File: config.mk
export PLATFORM = sky130hd
export DESIGN_NAME = mem_arbiter_rv32
export DESIGN_NICKNAME = d
export VERILOG_FILES = /design/src/rtl/mem_arbiter_rv32.sv
export SDC_FILE = /design/constraint.sdc
export NUM_CORES = 1
export LEC_CHECK = 0
export CAP_MARGIN = 5
export CORE_MARGIN = 2
export CORE_UTILIZATION = 43
export CTS_BUF_LIST = sky130_fd_sc_hd__clkbuf_8
export DETAILED_ROUTE_END_ITERATION = 8
export PLACE_DENSITY = 0.83
export SKIP_LAST_GASP = 1
export SLEW_MARGIN = 10
export SYNTH_ARGS = -nofsm -noshare
export SYNTH_HDL_FRONTEND = slang
export SYNTH_SLANG_ARGS = --single-unit
File: constraint.sdc
create_clock -name iCLK -period 2.6 [get_ports iCLK]
set_clock_uncertainty 0.05 [all_clocks]
set_input_delay 0.65 -clock iCLK [delete_from_list [all_inputs] [get_ports iCLK]]
set_output_delay 0.65 -clock iCLK [all_outputs]
set_load 0.005 [all_outputs]
File: src/rtl/mem_arbiter_rv32.sv
// Two-port (fetch/data) arbiter onto a single req/ack memory bus, data priority with fetch anti-starvation.
// Optional bus watchdog abort is compiled in when ARB_TIMEOUT_EN is defined.
module mem_arbiter_rv32 #(
    parameter int AW         = 32,
    parameter int DW         = 32,
    parameter int STARVE_LIM = 4,
    parameter int MAX_WAIT   = 15
) (
    input  logic          iCLK,
    input  logic          iRST,
    input  logic          iIREQ,
    input  logic [AW-1:0] iIADDR,
    output logic [DW-1:0] oIDATA,
    output logic          oIACK,
    output logic          oStallI,
    input  logic          iDREQ,
    input  logic          iDRW,
    input  logic [AW-1:0] iDADDR,
    input  logic [DW-1:0] iDWDATA,
    output logic [DW-1:0] oDDATA,
    output logic          oDACK,
    output logic          oStallD,
    output logic          oBusREQ,
    output logic          oBusRW,
    output logic [AW-1:0] oBusADDR,
    output logic [DW-1:0] oBusWDATA,
    input  logic [DW-1:0] iBusRDATA,
    input  logic          iBusACK,
    output logic          oBusERR
);

    typedef enum logic [1:0] {S_IDLE, S_BUS_I, S_BUS_D} state_t;

    localparam logic [3:0] STARVE_MAX = 4'(STARVE_LIM);

    state_t        state_q, state_d;
    logic [3:0]    starve_q, starve_d;
    logic          bus_req_q, bus_req_d;
    logic          bus_rw_q, bus_rw_d;
    logic [AW-1:0] bus_addr_q, bus_addr_d;
    logic [DW-1:0] bus_wdata_q, bus_wdata_d;
    logic          iack_q, iack_d;
    logic          dack_q, dack_d;
    logic [DW-1:0] idata_q, idata_d;
    logic [DW-1:0] ddata_q, ddata_d;
    logic          err_q, err_d;

    logic in_bus, starved, grant_i, grant_d, bus_done, bus_abort;

    assign in_bus   = (state_q != S_IDLE);
    assign starved  = (starve_q == STARVE_MAX);
    assign grant_d  = (state_q == S_IDLE) && iDREQ && !(iIREQ && starved);
    assign grant_i  = (state_q == S_IDLE) && iIREQ && !grant_d;
    assign bus_done = in_bus && iBusACK;

`ifdef ARB_TIMEOUT_EN
    localparam logic [7:0] WAIT_LAST = 8'(MAX_WAIT - 1);

    logic [7:0] wait_q, wait_d;

    // Counts bus cycles of the current transaction; an ACK in the final cycle still wins.
    assign wait_d    = in_bus ? wait_q + 8'd1 : 8'd0;
    assign bus_abort = in_bus && !iBusACK && (wait_q == WAIT_LAST);

    always_ff @(posedge iCLK or negedge iRST) begin
        if (!iRST) begin
            wait_q <= 8'd0;
        end else begin
            wait_q <= wait_d;
        end
    end
`else
    logic unused_cfg;
    assign unused_cfg = ^8'(MAX_WAIT);
    assign bus_abort  = 1'b0;
`endif

    always_ff @(posedge iCLK or negedge iRST) begin
        if (!iRST) begin
            state_q <= S_IDLE;
        end else begin
            state_q <= state_d;
        end
    end

    always_comb begin
        state_d = state_q;
        case (state_q)
            S_IDLE: begin
                if (grant_d) begin
                    state_d = S_BUS_D;
                end else if (grant_i) begin
                    state_d = S_BUS_I;
                end
            end
            S_BUS_I, S_BUS_D: begin
                if (bus_done || bus_abort) begin
                    state_d = S_IDLE;
                end
            end
            default: state_d = S_IDLE;
        endcase
    end

    always_comb begin
        bus_req_d   = bus_req_q;
        bus_rw_d    = bus_rw_q;
        bus_addr_d  = bus_addr_q;
        bus_wdata_d = bus_wdata_q;
        starve_d    = starve_q;
        idata_d     = idata_q;
        ddata_d     = ddata_q;
        iack_d      = 1'b0;
        dack_d      = 1'b0;
        err_d       = 1'b0;

        if (grant_d) begin
            bus_req_d   = 1'b1;
            bus_rw_d    = iDRW;
            bus_addr_d  = iDADDR;
            bus_wdata_d = iDWDATA;
            if (iIREQ && !starved) begin
                starve_d = starve_q + 4'd1;
            end
        end else if (grant_i) begin
            bus_req_d   = 1'b1;
            bus_rw_d    = 1'b1;
            bus_addr_d  = iIADDR;
            bus_wdata_d = '0;
            starve_d    = 4'd0;
        end

        if (bus_done) begin
            bus_req_d = 1'b0;
            if (state_q == S_BUS_I) begin
                iack_d  = 1'b1;
                idata_d = iBusRDATA;
            end else begin
                dack_d = 1'b1;
                if (bus_rw_q) begin
                    ddata_d = iBusRDATA;
                end
            end
        end else if (bus_abort) begin
            bus_req_d = 1'b0;
            err_d     = 1'b1;
            if (state_q == S_BUS_I) begin
                iack_d  = 1'b1;
                idata_d = '0;
            end else begin
                dack_d  = 1'b1;
                ddata_d = '0;
            end
        end
    end

    always_ff @(posedge iCLK or negedge iRST) begin
        if (!iRST) begin
            starve_q    <= 4'd0;
            bus_req_q   <= 1'b0;
            bus_rw_q    <= 1'b0;
            bus_addr_q  <= '0;
            bus_wdata_q <= '0;
            iack_q      <= 1'b0;
            dack_q      <= 1'b0;
            idata_q     <= '0;
            ddata_q     <= '0;
            err_q       <= 1'b0;
        end else begin
            starve_q    <= starve_d;
            bus_req_q   <= bus_req_d;
            bus_rw_q    <= bus_rw_d;
            bus_addr_q  <= bus_addr_d;
            bus_wdata_q <= bus_wdata_d;
            iack_q      <= iack_d;
            dack_q      <= dack_d;
            idata_q     <= idata_d;
            ddata_q     <= ddata_d;
            err_q       <= err_d;
        end
    end

    assign oIDATA    = idata_q;
    assign oIACK     = iack_q;
    assign oDDATA    = ddata_q;
    assign oDACK     = dack_q;
    assign oBusREQ   = bus_req_q;
    assign oBusRW    = bus_rw_q;
    assign oBusADDR  = bus_addr_q;
    assign oBusWDATA = bus_wdata_q;
    assign oBusERR   = err_q;
    // Stall tracks the raw request, released in the cycle the registered ACK is shown.
    assign oStallI   = iIREQ & ~iack_q;
    assign oStallD   = iDREQ & ~dack_q;

endmodule

==> Yosys cells after proc, flatten, opt, wreduce, memory -nomap -nowiden <==
Cells that the tools add are included.
{ "classes": {"order_cmp": 0, "shifts": 0, "muxes": 19, "n_eq_ne": 6, "n_reduce_logical": 19, "add_sub_neg": 1, "bitwise": 5, "multipliers": 0, "n_div": 0} }
{ "ops": {"columns": ["op", "n"], "rows": [
  ["2-to-1 mux 32 bit", 4],
  ["2-to-1 mux 4 bit", 3],
  ["2-to-1 mux 1 bit", 8],
  ["logical AND 1 bit", 7],
  ["2-to-1 mux 2 bit", 3],
  ["AND reduction 2 bit", 3],
  ["adder 4 x 1 -> 4 bit, second input constant", 1],
  ["== test 4 x 3 -> 1 bit, second input constant", 1],
  ["case mux 2 bit (2 select lines)", 1],
  ["nonzero test 2 bit", 2],
  ["logical NOT 1 bit", 3],
  ["!= test 3 bit, second input constant", 1],
  ["inverter 1 bit", 3],
  ["AND reduction 3 bit", 1],
  ["nonzero test 3 bit", 1],
  ["bitwise AND 1 bit", 2],
  ["== test 2 x 1 -> 1 bit, second input constant", 1],
  ["== test 2 bit, second input constant", 1],
  ["logical NOT 2 bit", 1],
  ["!= test 2 x 1 -> 1 bit, second input constant", 1],
  ["!= test 2 bit, second input constant", 1],
  ["OR reduction 2 bit", 1]
]} }
{ "totals": {"rom_bits": 0, "latch_bits": 0, "word_cells": 60, "out_inout_bits": 135, "ram_bits": 0, "register_bits": 138, "in_bits": 134, "n_memories": 0} }

==> Logic depth before layout (Yosys ltp) <==
{ "logic_depth": {"depth_word": 9, "mapped_depth": 8, "ltp_nobuf": 5} }

==> Least setup slack after synthesis <==
No wires, ideal clock.
{ "synth_timing": {"path_kind": "input-to-reg", "start": "input iIREQ", "end": "register bus_addr_q[22], in the netlist oBusADDR[22]", "n_path_buf": 4, "stages": 7, "path_slack_ps": 767, "arrival_time_ps": 1703, "setup_time_ps": 80, "required_time_ps": 2470, "cell_sequence": "buf_6 > and4b_1 > buf_6 > or2_1 > buf_6 > buf_6 > o211ai_2"} }
{ "synth_via": {"elab_chain_len": 6, "word_cells_on_any_way": 8, "classes_between": "mux (1); reduce/logical (7)"} }
{ "synth_rtl": {"columns": ["element", "line", "rtl"], "rows": [
  ["start: declaration", "11", "input logic iIREQ,"],
  ["logical AND 1 bit", "52", "assign grant_d = (state_q == S_IDLE) && iDREQ && !(iIREQ && starved);"],
  ["logical NOT 1 bit", "52", null],
  ["logical AND 1 bit", "52", null],
  ["logical NOT 1 bit", "53", "assign grant_i = (state_q == S_IDLE) && iIREQ && !grant_d;"],
  ["logical AND 1 bit", "53", null],
  ["nonzero test 2 bit (no line)", null, null],
  ["end signal: assignment", "173", "bus_addr_q <= bus_addr_d;"],
  ["end: declaration", "40", "logic [AW-1:0] bus_addr_q, bus_addr_d;"]
]} }
Several ways; a longest one is shown, not always the timed one.
A chain may end at the register's enable or synchronous reset.

==> Worst setup path after layout <==
{ "layout_timing": {"start": "input iIREQ", "end": "output oStallI"} }
{ "layout_via": {"elab_chain_len": 1} }
{ "layout_rtl": {"columns": ["element", "line", "rtl"], "rows": [
  ["bitwise AND 1 bit", "193", "assign oStallI = iIREQ & ~iack_q;"],
  ["end: declaration", "15", "output logic oStallI,"]
]} }
No other way between the ends.

==> flow_summary.ini <==
[status]
run_status = complete, no violations

[worst_setup_path]
cp.arrival_ps = 1870
endpoint_kind = output pin
crit_fanout = 2
timing.rr.end = oBusWDATA[22]
path_class = input port to output pin
rrSetupSlack_ps = 720
crit_start = iIREQ
r2r-start = state_q[0]
crit_end = oStallI
reg2regPathDepth = 8
cp-start-kind = input port
required_ps = 1900

[placement]
dp.cells = 870
port_buffers = 267
place_hpwl_mm = 12.07
placedInstanceArea_sq_mm = 0.008781
gp_congestion = 0.7941

[timing]
finalHoldViolations = 0
hold_slack_ps = 115.2
rsz0062_at_grt = false
clock.fmax_mhz = 389.2
period_share_pct = 98.82
drv_slew = 0
finalSetupTns_ps = 0
max_slew_margin_pct = 65.28
period_minus_slack_ps = 2569
tightest_slew_ps = 520.8
setup_viol = 0

[global_route]
grt_pass1_wl_mm = 25.57
grt_max_degree = 59
grt_usage_pct = 22.78
grt_pass1_vias = 4982
antenna_found_initial = 1
grt-ovfl-total = 0

[clock_tree]
cts_setup_buffers = 0
cts_tree = done
cts_max_path_buffers = 2
insertion_delay_ps = 440
cts_max_level = 4
clk_pin_slew_ps = 80
ctsHoldBuffers = 0
clock_sinks = 138
cts-root-buf = clkbuf_8
cts_buffers = 17

[finish]
final_common_cell = clkdlybuf4s50_1
nNetsFinal = 851
drive_gt1_share_pct = 20.80
layout_common_cells = clkdlybuf4s50_1 (266), dfrtp_1 (138), mux2_2 (62), inv_1 (38), nand2_1 (38)
stdcell_area_sq_mm = 0.009200
num-fill-cells = 953
antenna_cells = 0
final_cell_count_no_fill = 902
area_growth_pct = 57.59

[power_and_ir_drop]
p_sw_w = 0.003249
internal_power_w = 0.007337
ir_worst_vdd_mv = 0.4578
p_seq_share_pct = 36.1
power_leakage_nw = 4.024
power_frac_comb_pct = 46.8
power_density_mw_per_mm2 = 1151
switching_share_pct = 30.69
clockPowerShare_pct = 17.1

[yosys]
synth_area_sq_mm = 0.005838
synth_edf_count = 0
ys_seq_elements = 138
synth_nets = 577
ys.flop_type = dfrtp_1
synth_top_area_share_pct = 59.15
synth_cells = 439
async_flop_share_pct = 100.0
synth_top_cell_by_area = dfrtp_1
avgSynthCellArea_sq_um = 13.30
synth_cell_types = 37
yosysSeqAreaShare_pct = 59.15
synth_warnings = 0
synthTopCellsByArea = dfrtp_1 (59%), mux2_2 (12%), o211ai_2 (6.2%)

[floorplan]
die_h_microns = 120.5
dieArea_sq_mm = 0.01453
ios = 269
start_util_pct = 44.09
row_count = 42
dieWidth_microns = 120.5
core_area_sq_mm = 0.01324

[drt]
drt_iter0_drc = 192
wl_per_cell_microns = 17.71
viasPerCell = 5.125
vias = 4623
wl_mm = 15.98
postRouteAntennaNets = 0
dr.pass1.iters = 5
remaining_drc_errors = 0

[min_path]
hold_class = input port to async pin

[job]
cap_viol_max_count = 0
[cells in the mapped netlist, types with 2 or more instances]
cell	n
a21o_1	2
a22o_1	32
buf_2	9
buf_4	4
buf_6	6
clkbuf_1	13
dfrtp_1	138
ha_1	4
inv_1	37
mux2_1	2
mux2_2	62
nand2_1	38
nand3_1	2
nor2b_1	3
o211ai_1	35
o211ai_2	29
o21ai_0	3
[critical path, stage by stage]
cell and delay (ps):
clkdlybuf4s50_1 540, nor2b_2 170, clkdlybuf4s50_1 500
[power groups by stage]
stage	Sequential [W]	Combinational, W	Clock (W)
6_report	0.00382	0.00496	0.00181
5_1_grt	0.00395	0.00532	0.00195
4_1_cts	0.00382	0.00502	0.00186
3_5_place_dp	0.00384	0.00501	0
3_3_place_gp	0.00380	0.00484	0
2_1_floorplan	0.00385	0.00200	0
[final cells by class]
cell class,count,area [sq um],share of cell area [%]
Multi-Input combinational cell,231,2064,22.44
Tap cell,176,220.2,2.394
Clock inverter,14,168.9,1.836
Sequential cell,138,3453,37.54
Clock buffer,18,247.7,2.693
Inverter,37,138.9,1.510
Timing Repair Buffer,288,2907,31.59
[sequential cells by signal (all words and copies together), names as in the netlist]
signal,flops
oIACK,1
oIDATA,32
oDACK,1
state_q,2
starve_q,4
oBusWDATA,32
oBusADDR,32
oBusREQ,1
oDDATA,32
oBusRW,1
[cells by family after synthesis]
group	share of synthesized area, %
DFF	59.15
adders and majority gates	0.8573
other	0.06423
and+or+nand+nor	4.480
buffers and inverters	5.722
muxes	12.90
AOI/OAI and AO/OA	16.82
[per-stage QoR]
step / power [W] / worst slack [ps] / utilization (%)
2_1_floorplan: 0.005854 / 767.1 / -
3_3_place_gp: 0.008642 / 51.05 / 66.31
3_5_place_dp: 0.008849 / -0.2973 / 66.31
4_1_cts: 0.01070 / 29.09 / 69.45
5_1_grt: 0.01122 / 22.95 / 69.47
6_report: 0.01059 / 30.60 / 69.47
[worst min path at each step]
stage	slack, ps	from	cells after the start	to
3_3_place_gp	420	oBusREQ	2	oBusREQ
5_1_grt	120	iRST	1	oIDATA[8]
2_1_floorplan	300	iRST	0	oBusADDR[0]
6_report	120	iRST	1	oIDATA[8]
3_5_place_dp	420	oBusREQ	2	oBusREQ
4_1_cts	100	iRST	1	oIDATA[8]
[routing by layer]
layer	wire length [microns]	track usage, %
met2	8133	39.16
met1	6238	26.54
met3	1142	6.604
met5	17	0
met4	444	9.738
[repair_timing]
| item | 4_1_cts | 5_1_grt |
|---|---|---|
| resized for setup | 0 | 1 |
| hold endpoints to repair | 0 | 0 |
| setup endpoints to repair | 0 | 1 |
(Power assumes the default switching activity.)
==> edit (same flow settings) <==
The 3 states of `state_t` get a one-hot encoding in 3 bits.
--- a/src/rtl/mem_arbiter_rv32.sv
+++ b/src/rtl/mem_arbiter_rv32.sv
@@ -29,7 +29,7 @@
     output logic          oBusERR
 );
 
-    typedef enum logic [1:0] {S_IDLE, S_BUS_I, S_BUS_D} state_t;
+    typedef enum logic [2:0] {S_IDLE = 3'b001, S_BUS_I = 3'b010, S_BUS_D = 3'b100} state_t;
 
     localparam logic [3:0] STARVE_MAX = 4'(STARVE_LIM);
 
Behaviour: no difference found for any inputs over 4 cycles, from zero or initial values and one cycle with iRST low; so few cycles prove little.
==> edit against the original RTL <==
- worst hold slack got worse by 0.0093 ns
- power down 0.65%
- fmax grew 11%
- worst setup slack gained 0.25 ns
- area after synthesis rose by 2.1%
- combinational power fell by 1%
- final area rose by 0.97%
- routed wire length rose by 12%
- global-route usage rose by 1.6 points
- sequential cell count increased by 1
- highest routed layer is now met4
==> edit: results <==
<?xml version="1.0" encoding="UTF-8"?>
<metrics>
  <group name="placement">
    <metric name="pre_cts_ws" unit="ns">-0.0225</metric>
    <metric name="gpl.final_weighted_congestion" unit="">0.819</metric>
    <metric name="dp.final_hpwl" unit="um">12700</metric>
  </group>
  <group name="synthesis">
    <metric name="asyncSetResetFlopFracSynth" unit="">1.00</metric>
    <metric name="synth.cells.most_frequent" unit="">sky130_fd_sc_hd__dfrtp_1 (138), sky130_fd_sc_hd__mux2_2 (61), sky130_fd_sc_hd__a21oi_1 (35)</metric>
    <metric name="synth_top_cells_by_area" unit="">sky130_fd_sc_hd__dfrtp_1 (58%), sky130_fd_sc_hd__mux2_2 (12%), sky130_fd_sc_hd__a22o_1 (4.7%)</metric>
    <metric name="synthesis.nets" unit="">597</metric>
    <metric name="synth_mux_area_frac" unit="">0.121</metric>
    <metric name="post_synth_xor_area_fraction" unit="">0.00294</metric>
    <metric name="number_of_unique_standard_cell_types_used_by_synthesis" unit="">41</metric>
    <metric name="proportion_of_synthesized_chip_area_in_sequential_cells" unit="">0.584</metric>
    <metric name="synth-adder-area-share" unit="">0.00420</metric>
    <metric name="synth_compound_area_frac" unit="">0.155</metric>
  </group>
  <group name="global_route">
    <metric name="grtUsageTotal" unit="">0.244</metric>
    <metric name="first_global_vias" unit="">5360</metric>
    <metric name="antenna_found_initial" unit="">0</metric>
    <metric name="pin_count_of_the_biggest_net_entering_global_routing" unit="">68</metric>
    <metric name="grt_first_pass_wirelength" unit="um">27900</metric>
  </group>
  <group name="pwr">
    <metric name="cellLeakagePower" unit="nW">3.72</metric>
    <metric name="peakVddDrop" unit="mV">0.796</metric>
  </group>
  <group name="outcome">
    <metric name="status" unit="">finished clean</metric>
  </group>
  <group name="setup_path">
    <metric name="reg_to_reg_endpoint" unit="">oBusWDATA[3]$_DFFE_PN0P_</metric>
    <metric name="regToRegStartpoint" unit="">state_q[0]$_DFFE_PN1P_</metric>
    <metric name="reg2regPathDepth" unit="">4</metric>
    <metric name="cp_data_arrival_time" unit="ns">1.62</metric>
    <metric name="timing.reg2reg.setup_slack" unit="ns">0.28</metric>
  </group>
  <group name="finish">
    <metric name="nNetsFinal" unit="">855</metric>
    <metric name="post_route_cells_drive_above_1_share" unit="">0.173</metric>
  </group>
  <group name="route">
    <metric name="dr.first_iter.drc_count" unit="">304</metric>
    <metric name="totalWireLength" unit="um">17900</metric>
    <metric name="vias_per_cell" unit="">5.54</metric>
  </group>
  <group name="sta">
    <metric name="timing.hold.ws" unit="ns">0.106</metric>
    <metric name="max_slew_margin" unit="">0.418</metric>
  </group>
  <group name="clocking">
    <metric name="cts.root.buffer_cell" unit="">sky130_fd_sc_hd__clkbuf_8</metric>
  </group>
</metrics>
-- edit: area by class of cell --
cell class              instances  area (um^2)  area share
diodes                          1         2.50    0.000269
clock buffers                  17          234      0.0252
clock inverters                15          173      0.0186
inverters                       8         31.3     0.00337
multi-input cells             267         2240       0.241
flip-flops and latches        139         3480       0.375
well taps                     180          225      0.0242
repair buffers                286         2910       0.313
-- edit: per-layer routing --
metal / global-route usage / routed length, um / vias up
li1: - / - / 2276
met1: 0.278 / 6670 / 2495
met2: 0.413 / 8970 / 253
met3: 0.103 / 1880 / 34
met4: 0.0841 / 424 / 0
met5: 0 / 0 / -
-- edit: report_power, final --
group          switching [mW]  internal (mW)  leakage (nW)  total (mW)
sequential              0.624           3.19          1.68        3.82
combinational            1.92           2.98          1.84        4.90
clock                   0.848          0.949         0.208        1.80
total                    3.40           7.12          3.72        10.5
-- edit: cells by family after synthesis --
logic type	count (synthesis)
and+or+nand+nor	88
adders and majority gates	2
xor gates and xnor gates	2
muxes	64
buffers and inverters	55
AOI/OAI and AO/OA	110
DFF	139
other	1
-- edit: what timing repair did --
action	in CTS	in global routing
setup buffers	0	0
pin swaps	0	0
gates cloned	0	0
resized for setup	2	2
setup endpoints to repair	2	1
hold endpoints to repair	0	0
-- edit: worst max path at each step --
stage                                          end  slack (ns)  cells past startpoint
after detailed placement  oBusADDR[13]$_DFFE_PN0P_       -0.02                      6
final                                      oStallI        0.28                      3
after global placement                     oStallD       -0.04                      4
after global routing      oBusWDATA[3]$_DFFE_PN0P_        0.15                      4
after floorplan           oBusADDR[25]$_DFFE_PN0P_        0.72                      6
after CTS                                  oStallD       0.002                      4
-- edit: per-stage QoR --
step,TNS [ns],utilization,power (mW),instance area [um^2],instances
CTS,0,0.677,10.6,9280,912
global route,0,0.677,11.2,9290,912
detailed placement,-0.0424,0.647,8.75,8870,880
global placement,-0.0364,0.647,8.54,8870,880
finish,0,0.677,10.5,9290,913
floorplan,0,-,5.95,5960,461
